[src/rtl/a2_seq_pkg.sv]
// Shared types and defaults for the Apple II phi0 bus-cycle sequencer.
// Contents:
//   seq_state_t   - sequencer FSM state (IDLE / ACQUIRE / LOCKED)
//   DEF_*         - default parameter values
//   within_tol()  - absolute-difference tolerance test for period values
package a2_seq_pkg;

  typedef enum logic [1:0] {
    IDLE    = 2'd0,
    ACQUIRE = 2'd1,
    LOCKED  = 2'd2
  } seq_state_t;

  localparam int DEF_CNT_W       = 8;
  localparam int DEF_LOCK_CYCLES = 4;
  localparam int DEF_TOL         = 2;
  localparam int DEF_TIMEOUT     = 255;

  // True when |a - b| <= tol (inclusive).
  function automatic logic within_tol(input int unsigned a,
                                      input int unsigned b,
                                      input int unsigned tol);
    int unsigned diff;
    diff = (a >= b) ? (a - b) : (b - a);
    return diff <= tol;
  endfunction

endpackage

[src/rtl/phi0_period_meter.sv]
// Phase counter, saturating period capture and edge-starvation timer.
// Ports:
//   clk, rst     - clock, synchronous active-high reset
//   pos_edge     - phi0 rose this cycle (clears the phase counter)
//   any_edge     - either phi0 edge this cycle (restarts the idle timer)
//   capture      - load period with the measured distance this cycle
//   phase_next   - phase counter value for the next cycle
//   period_meas  - distance from the previous posedge to this cycle
//   period       - last captured period (registered)
//   timeout      - TIMEOUT cycles have passed without any edge
module phi0_period_meter
  import a2_seq_pkg::*;
#(
  parameter int CNT_W   = DEF_CNT_W,
  parameter int TIMEOUT = DEF_TIMEOUT
) (
  input  logic             clk,
  input  logic             rst,
  input  logic             pos_edge,
  input  logic             any_edge,
  input  logic             capture,
  output logic [CNT_W-1:0] phase_next,
  output logic [CNT_W-1:0] period_meas,
  output logic [CNT_W-1:0] period,
  output logic             timeout
);

  localparam logic [CNT_W-1:0] CNT_MAX     = '1;
  localparam logic [CNT_W-1:0] CNT_ONE     = CNT_W'(1);
  localparam logic [CNT_W-1:0] TIMEOUT_VAL = CNT_W'(TIMEOUT);

  logic [CNT_W-1:0] phase_reg;
  logic [CNT_W-1:0] idle_reg;
  logic [CNT_W-1:0] idle_next;
  logic [CNT_W-1:0] period_reg;

  always_comb begin
    phase_next  = pos_edge ? '0
                : (phase_reg == CNT_MAX) ? CNT_MAX : phase_reg + CNT_ONE;
    // phase_reg is 0 the cycle after a posedge, so +1 gives the pulse distance.
    period_meas = (phase_reg == CNT_MAX) ? CNT_MAX : phase_reg + CNT_ONE;
    // The idle timer holds the number of edge-free cycles elapsed; it parks at
    // TIMEOUT so the starvation flag stays up until the next edge.
    idle_next   = any_edge ? CNT_ONE
                : (idle_reg == TIMEOUT_VAL) ? TIMEOUT_VAL : idle_reg + CNT_ONE;
  end

  always_ff @(posedge clk) begin
    if (rst) begin
      phase_reg  <= '0;
      idle_reg   <= '0;
      period_reg <= '0;
    end else begin
      phase_reg <= phase_next;
      idle_reg  <= idle_next;
      if (capture) begin
        period_reg <= period_meas;
      end
    end
  end

  assign period  = period_reg;
  assign timeout = (idle_reg == TIMEOUT_VAL);

endmodule

[src/rtl/phi0_sequencer.sv]
// Locks onto the phi0 edge pulses of the Apple II bus and emits per-bus-cycle
// address-sample, data-sample and end-of-cycle strobes.
// Ports:
//   clk, rst           - clock, synchronous active-high reset
//   phi0_posedge_i     - one-cycle pulse, phi0 rose
//   phi0_negedge_i     - one-cycle pulse, phi0 fell
//   addr_ofs_i         - addr_strobe offset from posedge (sampled on posedge)
//   data_ofs_i         - data_strobe offset from posedge (sampled on posedge)
//   locked_o           - schedule locked
//   lost_o             - one-cycle pulse when lock is dropped
//   addr_strobe_o      - one-cycle address-sample strobe
//   data_strobe_o      - one-cycle data-sample strobe
//   end_strobe_o       - one-cycle pulse per phi0 negedge while locked
//   period_o           - last measured posedge-to-posedge period
module phi0_sequencer
  import a2_seq_pkg::*;
#(
  parameter int CNT_W       = DEF_CNT_W,
  parameter int LOCK_CYCLES = DEF_LOCK_CYCLES,
  parameter int TOL         = DEF_TOL,
  parameter int TIMEOUT     = DEF_TIMEOUT
) (
  input  logic             clk,
  input  logic             rst,
  input  logic             phi0_posedge_i,
  input  logic             phi0_negedge_i,
  input  logic [CNT_W-1:0] addr_ofs_i,
  input  logic [CNT_W-1:0] data_ofs_i,
  output logic             locked_o,
  output logic             lost_o,
  output logic             addr_strobe_o,
  output logic             data_strobe_o,
  output logic             end_strobe_o,
  output logic [CNT_W-1:0] period_o
);

  localparam int MATCH_W = $clog2(LOCK_CYCLES + 1);
  localparam logic [MATCH_W-1:0] MATCH_ONE  = MATCH_W'(1);
  localparam logic [MATCH_W-1:0] MATCH_LOCK = MATCH_W'(LOCK_CYCLES);
  localparam int N_STB = 2;  // channel 0: address, channel 1: data

  seq_state_t       state_reg;
  logic [MATCH_W-1:0] match_reg;
  logic [MATCH_W-1:0] match_inc;
  logic             have_prev_reg;
  logic [CNT_W-1:0] ref_reg;
  logic [CNT_W-1:0] ofs_reg [N_STB];
  logic [CNT_W-1:0] ofs_in  [N_STB];
  logic [N_STB-1:0] fired_reg;
  logic [N_STB-1:0] fire;

  logic             violation;
  logic             any_edge;
  logic             starved;
  logic             capture;
  logic             match_prev;
  logic             match_ref;
  logic [CNT_W-1:0] phase_next;
  logic [CNT_W-1:0] period_meas;
  logic             timeout;

  assign ofs_in[0] = addr_ofs_i;
  assign ofs_in[1] = data_ofs_i;

  assign violation = phi0_posedge_i & phi0_negedge_i;
  assign any_edge  = phi0_posedge_i | phi0_negedge_i;
  // Starvation only matters once a schedule is being tracked.
  assign starved   = timeout & (state_reg != IDLE);
  // The first posedge out of IDLE only starts the phase counter.
  assign capture   = phi0_posedge_i & ~phi0_negedge_i & (state_reg != IDLE) & ~starved;
  assign match_inc = match_reg + MATCH_ONE;
  // With no previous period yet, the first measurement counts as consistent.
  assign match_prev = ~have_prev_reg |
                      within_tol(32'(period_meas), 32'(period_o), $unsigned(TOL));
  assign match_ref  = within_tol(32'(period_meas), 32'(ref_reg), $unsigned(TOL));

  phi0_period_meter #(
    .CNT_W   (CNT_W),
    .TIMEOUT (TIMEOUT)
  ) u_meter (
    .clk         (clk),
    .rst         (rst),
    .pos_edge    (phi0_posedge_i),
    .any_edge    (any_edge),
    .capture     (capture),
    .phase_next  (phase_next),
    .period_meas (period_meas),
    .period      (period_o),
    .timeout     (timeout)
  );

  // A strobe fires when the phase reaches its offset, or is forced by the
  // negedge if it has not fired yet; a posedge re-arms it and uses the live
  // offset, since the sampled copy only lands the cycle after.
  for (genvar gi = 0; gi < N_STB; gi++) begin : g_stb
    logic             fired_base;
    logic [CNT_W-1:0] ofs_cur;
    assign fired_base = phi0_posedge_i ? 1'b0 : fired_reg[gi];
    assign ofs_cur    = phi0_posedge_i ? ofs_in[gi] : ofs_reg[gi];
    assign fire[gi]   = ~fired_base & ((phase_next == ofs_cur) | phi0_negedge_i);
  end

  always_ff @(posedge clk) begin
    if (rst) begin
      state_reg     <= IDLE;
      match_reg     <= '0;
      have_prev_reg <= 1'b0;
      ref_reg       <= '0;
      fired_reg     <= '0;
      for (int i = 0; i < N_STB; i++) ofs_reg[i] <= '0;
      locked_o      <= 1'b0;
      lost_o        <= 1'b0;
      addr_strobe_o <= 1'b0;
      data_strobe_o <= 1'b0;
      end_strobe_o  <= 1'b0;
    end else begin
      lost_o        <= 1'b0;
      addr_strobe_o <= 1'b0;
      data_strobe_o <= 1'b0;
      end_strobe_o  <= 1'b0;
      if (phi0_posedge_i) begin
        for (int i = 0; i < N_STB; i++) ofs_reg[i] <= ofs_in[i];
      end

      if (violation || starved) begin
        state_reg     <= IDLE;
        lost_o        <= (state_reg == LOCKED);
        locked_o      <= 1'b0;
        match_reg     <= '0;
        have_prev_reg <= 1'b0;
      end else begin
        case (state_reg)
          IDLE: begin
            if (phi0_posedge_i) begin
              state_reg     <= ACQUIRE;
              match_reg     <= '0;
              have_prev_reg <= 1'b0;
            end
          end
          ACQUIRE: begin
            if (phi0_posedge_i) begin
              have_prev_reg <= 1'b1;
              if (match_prev) begin
                if (match_inc == MATCH_LOCK) begin
                  state_reg <= LOCKED;
                  locked_o  <= 1'b1;
                  ref_reg   <= period_meas;
                  match_reg <= '0;
                  // The locking bus cycle is already under way: hold strobes
                  // off until the next posedge.
                  fired_reg <= '1;
                end else begin
                  match_reg <= match_inc;
                end
              end else begin
                match_reg <= '0;
              end
            end
          end
          LOCKED: begin
            if (phi0_posedge_i && !match_ref) begin
              state_reg     <= ACQUIRE;
              lost_o        <= 1'b1;
              locked_o      <= 1'b0;
              match_reg     <= '0;
              have_prev_reg <= 1'b0;
            end else begin
              addr_strobe_o <= fire[0];
              data_strobe_o <= fire[1];
              end_strobe_o  <= phi0_negedge_i;
              for (int i = 0; i < N_STB; i++) begin
                fired_reg[i] <= (phi0_posedge_i ? 1'b0 : fired_reg[i]) | fire[i];
              end
            end
          end
          default: state_reg <= IDLE;
        endcase
      end
    end
  end

endmodule

[config.mk]
export PLATFORM = sky130hd
export DESIGN_NAME = phi0_sequencer
export DESIGN_NICKNAME = d
export VERILOG_FILES = /design/src/rtl/a2_seq_pkg.sv /design/src/rtl/phi0_period_meter.sv /design/src/rtl/phi0_sequencer.sv
export SDC_FILE = /design/constraint.sdc
export NUM_CORES = 1
export LEC_CHECK = 0
export BUFFER_PORTS_ARGS = -buffer_cell sky130_fd_sc_hd__buf_2
export CAP_MARGIN = 40
export CORE_MARGIN = 2
export CORE_UTILIZATION = 56
export DETAILED_ROUTE_END_ITERATION = 16
export GPL_TIMING_DRIVEN = 1
export PLACE_DENSITY = 0.75
export RECOVER_POWER = 100
export SLEW_MARGIN = 20
export SYNTH_ARGS = -nofsm -noshare
export SYNTH_HDL_FRONTEND = slang
export SYNTH_SLANG_ARGS = --single-unit
[constraint.sdc]
create_clock -name clk -period 5 [get_ports clk]
set_clock_uncertainty 0.15 [all_clocks]
set_input_delay 0.25 -clock clk [delete_from_list [all_inputs] [get_ports clk]]
set_output_delay 0.25 -clock clk [all_outputs]
set_load 0.01 [all_outputs]
Word-level counts from Yosys, hierarchy flattened
Memory sizes are Yosys's and may differ from the RTL's. Index checks and enable logic that the tools add are counted.

Multiply operators: 0. Divide/modulo/power cells: 0. Bitwise operators: 22. Muxes and demuxes: 45. Reduce and logical (&&, ||, !) cells: 15. Eq/ne operators: 13. Shift-type cells: 0. $add $sub $neg: 7. $lt $le $gt $ge: 4.

Operators by type and width (number): $le 32x2->1 const B (2); $mux 32 (2); $mux 8 (7); $sub 8x8->9 (4); $mux 2 (9); $mux 1 (17); $add 8x1->8 const B (2); $eq 8x8->1 (2); $eq 8x8->1 const B (2); $ge 8x8->1 (2); $mux 3 (5); $reduce_and 5->1 (3); $ne 2x2->1 const B (5); $pmux 3 s3 (1); $or 1x1->1 (8); $and 1x1->1 (7); $not 1->1 (7); $pmux 2 s3 (1); $reduce_and 6->1 (1); $pmux 2 s2 (1); $reduce_and 4->1 (1); $reduce_bool 2->1 (2); $reduce_or 2->1 (2); $reduce_or 4->1 (1); 12 further kinds (12).

Memories kept: 1. Memory bits (read-only): 0. Output and inout bits: 13. Logic and storage cells: 121. RAM bits: 16. Input port bits: 20. Register bits after elaboration: 45. Latch bits: 0.

Memories: ofs_reg (depth 2, width 8, rd ports 2, clocked after memory_dff 0, wr ports 2, RTL line phi0_sequencer.sv:47) `logic [CNT_W-1:0] ofs_reg [N_STB];`.

Depth between registers and ports, before layout
Depth after elaboration: 10. Gate-level depth with buffers: 17.

Cells and area by module
A second synthesis with hierarchy kept.

Cell total of the unflattened synthesis: 547. Area total of the unflattened synthesis: 4621.9 um2.

By module, submodules not included: phi0_sequencer (area an instance 3420.8 um2, cells each 415, times used 1, seq. area each 900.9 um2); phi0_period_meter (area an instance 1201.2 um2, cells each 132, times used 1, seq. area each 480.5 um2).

Least setup slack after synthesis
OpenSTA, ideal clock, no wires.

Kind: register -> register. Start: register u_meter.phase_reg[0]. End: register fired_reg[0]. Cell stages (with the launch flop): 17. Data arrival time: 3709 ps. Setup slack: 1023 ps. Clock period less this slack: 3977 ps. Library setup time: 117 ps. Path through: dfxtp_1 -> ha_1 -> nand3_1 -> or2_2 -> and2_1 -> inv_1 -> ha_1 -> inv_1 -> fa_1 -> inv_1 -> nor2_1 -> a2111oi_0 -> o2111ai_1 -> nor4_1 -> nor2_1 -> o31a_1 -> a32o_1.

Cells in the longest elaborated chain, start to end: 9.

RTL lines: start: declaration (RTL line phi0_period_meter.sv:32) `logic [CNT_W-1:0] phase_reg;`; start signal: assignment (RTL line phi0_period_meter.sv:54) `phase_reg <= phase_next;`; $add 8x1->8 or $eq 8x8->1 (tied branches) (RTL line phi0_period_meter.sv:41) `period_meas = (phase_reg == CNT_MAX) ? CNT_MAX : phase_reg + CNT_ONE;`; $mux 8 * (RTL line phi0_period_meter.sv:41); named net period_meas[0] (RTL line phi0_sequencer.sv:59) `logic [CNT_W-1:0] period_meas;`; $sub 8x8->9, or another cell as far along (RTL line a2_seq_pkg.sv:24) `diff = (a >= b) ? (a - b) : (b - a);`; $mux 32 or $eq 8x8->1 (tied branches) (RTL line a2_seq_pkg.sv:24, phi0_sequencer.sv:100); $le 32x2->1 or $or 1x1->1 (tied branches) (RTL line a2_seq_pkg.sv:25, phi0_sequencer.sv:100); $logic_not 1->1 or $and 1x1->1 (tied branches) (RTL line phi0_sequencer.sv:161, phi0_sequencer.sv:100); $logic_and 1x1->1 or $or 1x1->1 (tied branches) (RTL line phi0_sequencer.sv:161, phi0_sequencer.sv:172); $ne 2x2->1 (no line) or $mux 2 (tied branches); $reduce_and 6->1 (no line) or $pmux 2 s2 (tied branches); end signal: indexed assignment (RTL line phi0_sequencer.sv:172) `fired_reg[i] <= (phi0_posedge_i ? 1'b0 : fired_reg[i]) | fire[i];`; end: declaration (RTL line phi0_sequencer.sv:49) `logic [N_STB-1:0] fired_reg;`.

The timed path passes the listed nets; every way through them passes the cells marked *. The select of a mux whose other input is x is not followed. A chain may end at the register's enable or synchronous reset.

Final worst setup path
Start: register u_meter.phase_reg[0]. End: register match_reg[1].

Cells in the longest elaborated chain, start to end: 9.

RTL lines: $add 8x1->8 or $eq 8x8->1 (tied branches) (RTL line phi0_period_meter.sv:41); $mux 8 * (RTL line phi0_period_meter.sv:41); named net period_meas[0] (RTL line phi0_sequencer.sv:59); $sub 8x8->9 or $ge 8x8->1 (tied branches) (RTL line a2_seq_pkg.sv:24); $mux 32 (RTL line a2_seq_pkg.sv:24); $le 32x2->1 (RTL line a2_seq_pkg.sv:25) `return diff <= tol;`; $or 1x1->1 or $logic_not 1->1 (tied branches) (RTL line phi0_sequencer.sv:73, phi0_sequencer.sv:161); $mux 3 or $logic_and 1x1->1 (tied branches) (RTL line phi0_sequencer.sv:143, phi0_sequencer.sv:161); $mux 3 or $ne 2x1->1 (tied branches); $pmux 3 s3 or $reduce_and 4->1 (tied branches); end signal: assignment (RTL line phi0_sequencer.sv:153) `match_reg <= match_inc;`; end: declaration (RTL line phi0_sequencer.sv:43) `logic [MATCH_W-1:0] match_reg;`.

Marks and branches as above.

==> flow_metrics.env <==
export IMPL_insertion_delay_ns=0.34
export IMPL_fin_cells=668
export IMPL_cp_max_fo=7
export IMPL_setup_viol=0
export IMPL_worstPathRequired_ns=5.11
export IMPL_place_area_um2=4750
export IMPL_hold_buffers=0
export IMPL_max_freq_mhz=220
export IMPL_route_vias_total=4162
export IMPL_remaining_drc_errors=0
export IMPL_netlist_area_um2=4550
export IMPL_grt_busiest_layer="met2"
export IMPL_leakage_nw=2.05
export IMPL_port_buffer_count=32
export IMPL_status="finished, final reports clean"
export IMPL_syn_inst=540
export IMPL_grt_ovfl_total=0
export IMPL_grt_util_met3_pct=3.37
export IMPL_design_area_um2=4900
export IMPL_crit_path_top_delay_cell="dfxtp_1"
export IMPL_ant_nets=0
export IMPL_dp_cells=652
export IMPL_power_density_nw_per_um2=238
export IMPL_ys_seq_elements=61
export IMPL_antenna_found_initial=0
export IMPL_routabilityCongestion=1.01
export IMPL_grt_pass1_vias=3904
export IMPL_clkTransAtPathRegs_ns=0.08
export IMPL_track_usage_pct=26.9
export IMPL_rsz0062_at_grt="false"
export IMPL_synth_most_common_cell="nor2_1"
export IMPL_synthTopCellsByArea="dfxtp_1, edfxtp_1, ha_1"
export IMPL_std_cell_rows=32
export IMPL_nNetsFinal=623
export IMPL_clock_path_buffers=2
export IMPL_ioPinCount=33
export IMPL_routed_wl_um=11400
export IMPL_cts_root_buffer="clkbuf_8"
export IMPL_worstHoldPathType="in2reg"
export IMPL_cts_setup_buffers=0
export IMPL_critPathMostFrequentCell="inv_1"
export IMPL_grt_met2_usage_pct=44.1
export IMPL_routed_via_density=6.23
export IMPL_drive_gt1_share_pct=8.48
export IMPL_drtIter0Drc=297
export IMPL_async_reset_ff_share_pct=0
export IMPL_area_growth_pct=7.81
export IMPL_grt_first_pass_wirelength_um=18900
export IMPL_slew_violations=0
export IMPL_largest_register_ffs=16
export IMPL_cap_violations=0
export IMPL_hpwl_um=8560
export IMPL_die_area_um2=8860
export IMPL_dp_slack_ns=0.515
export IMPL_die_h_um=94.1
export IMPL_postCtsResizedCells=0
export IMPL_cts_buffers=9
export IMPL_tightest_slew_ns=0.885
export IMPL_synth_common_cells="nor2_1, dfxtp_1, inv_1, ha_1, a21oi_1"
export IMPL_crit_path_max_incr_delay_ns=0.44
export IMPL_yosysSeqAreaShare_pct=30.4
export IMPL_cp_arrival_ns=4.66
export IMPL_yosys_warnings=0
export IMPL_worst_ir_drop_vdd_mv=0.203
export IMPL_cp_start_kind="flip-flop"
export IMPL_synth_edf_count=16
export IMPL_grt_max_degree=29
export IMPL_critical_path_cell_chain="ha_1, nand3_1, or2_2, and2_1, inv_1, ha_1, inv_1, fa_1, inv_1, nor2_1, a2111oi_0, o2111ai_1, nor4_1, nor2_1, a311oi_1, o2bb2ai_1"
export IMPL_syn_area_per_cell_um2=8.42
export IMPL_synthFlopType="dfxtp_1"
export IMPL_setup_ws_ns=0.449
export IMPL_fin_crit_ns=4.55
export IMPL_cts_tree="done"
export IMPL_timing_final_crit_share_pct=91.0
export IMPL_floorplan_initialDensity_pct=58.3
export IMPL_routedWlPerCell_um=17.1
export IMPL_grtUsageMet1_pct=37.1
export IMPL_critPathKind="reg2reg"
export IMPL_yosysTopAreaCellShare_pct=19.8
export IMPL_cts_sinks=61
export IMPL_first_pass_iters=5
export IMPL_syn_nets=602
export IMPL_num_antenna_cells=0
export IMPL_final_core_util_pct=62.8
export IMPL_synth_largest_area_cell="dfxtp_1"
export IMPL_final_hold_viol_count=0
export IMPL_critPathCaptureType="flip-flop"
export IMPL_cts_max_level=3
export IMPL_slew_limit_headroom_pct=41.0
export IMPL_die_w_um=94.1
export IMPL_finalSetupTns_ns=0
export IMPL_coreArea_um2=7810
export IMPL_synth_cell_types=69
## area by class of cell
class | instances | area [um^2]
fill | 687 | 2900
multi-input combinational | 409 | 2870
sequential | 61 | 1380
timing repair buffer | 37 | 176
inverter | 43 | 161
clock buffer | 10 | 128
tap | 102 | 128
clock inverter | 6 | 62.6
## metal layers
metal  wire length, um  up-vias  share of wire [%]
li1                  -     2018                  -
met3               705       16                6.2
met5                 0        -                  0
met2              5480      146                 48
met1              5110     1982                 45
met4               136        0                1.2
## layout by cell type (no fill, tap or decap), types with 18 or more instances in the layout
cell type / Yosys / layout
and3_1: 23 / 23
nor2_1: 50 / 50
ha_1: 38 / 38
nand3_1: 20 / 20
inv_1: 42 / 42
nand2_1: 31 / 31
dfxtp_1: 45 / 45
o21ai_0: 20 / 20
a21oi_1: 33 / 34
buf_2: 9 / 18
## cells by family after synthesis
logic type	after synthesis	synth area share, %
buffers and inverters	70	6.52
muxes	11	2.42
AOI/OAI and AO/OA	150	23.8
adders and majority gates	42	12.2
DFF	61	30.4
xor gates and xnor gates	22	4.24
and+or+nand+nor	184	20.4
## critical path, delay by kind of cell (launching register included)
family	cells	cell delay, ns
DFF	1	0.44
AOI/OAI and AO/OA	4	1.15
buffers and inverters	3	0.38
adders and majority gates	3	0.96
and+or+nand+nor	6	1.40
## worst paths after layout
path                                      startpoint              to  slack, ns  cells after the start
worst min-delay path                   data_ofs_i[6]  ofs_reg[0][14]       0.08                      2
worst max-delay path            u_meter.phase_reg[0]    match_reg[1]       0.45                     16
worst min register to register          fired_reg[1]   data_strobe_o       0.30                      1
worst max register to register  u_meter.phase_reg[0]    match_reg[1]       0.45                     16
## report_power, final
part           leakage [nW]  internal (mW)  switching [mW]
Sequential            0.536          0.526          0.0160
Combinational          1.42         0.0820           0.119
Clock                0.0903          0.229           0.198
## stage by stage
step           power, mW  hold WS [ns]
6_report            1.17        0.0772
4_1_cts             1.17        0.0771
3_5_place_dp       0.748         0.287
5_1_grt             1.22        0.0851
3_3_place_gp       0.743         0.284
2_1_floorplan      0.697         0.173
(Power assumes the default switching activity.)
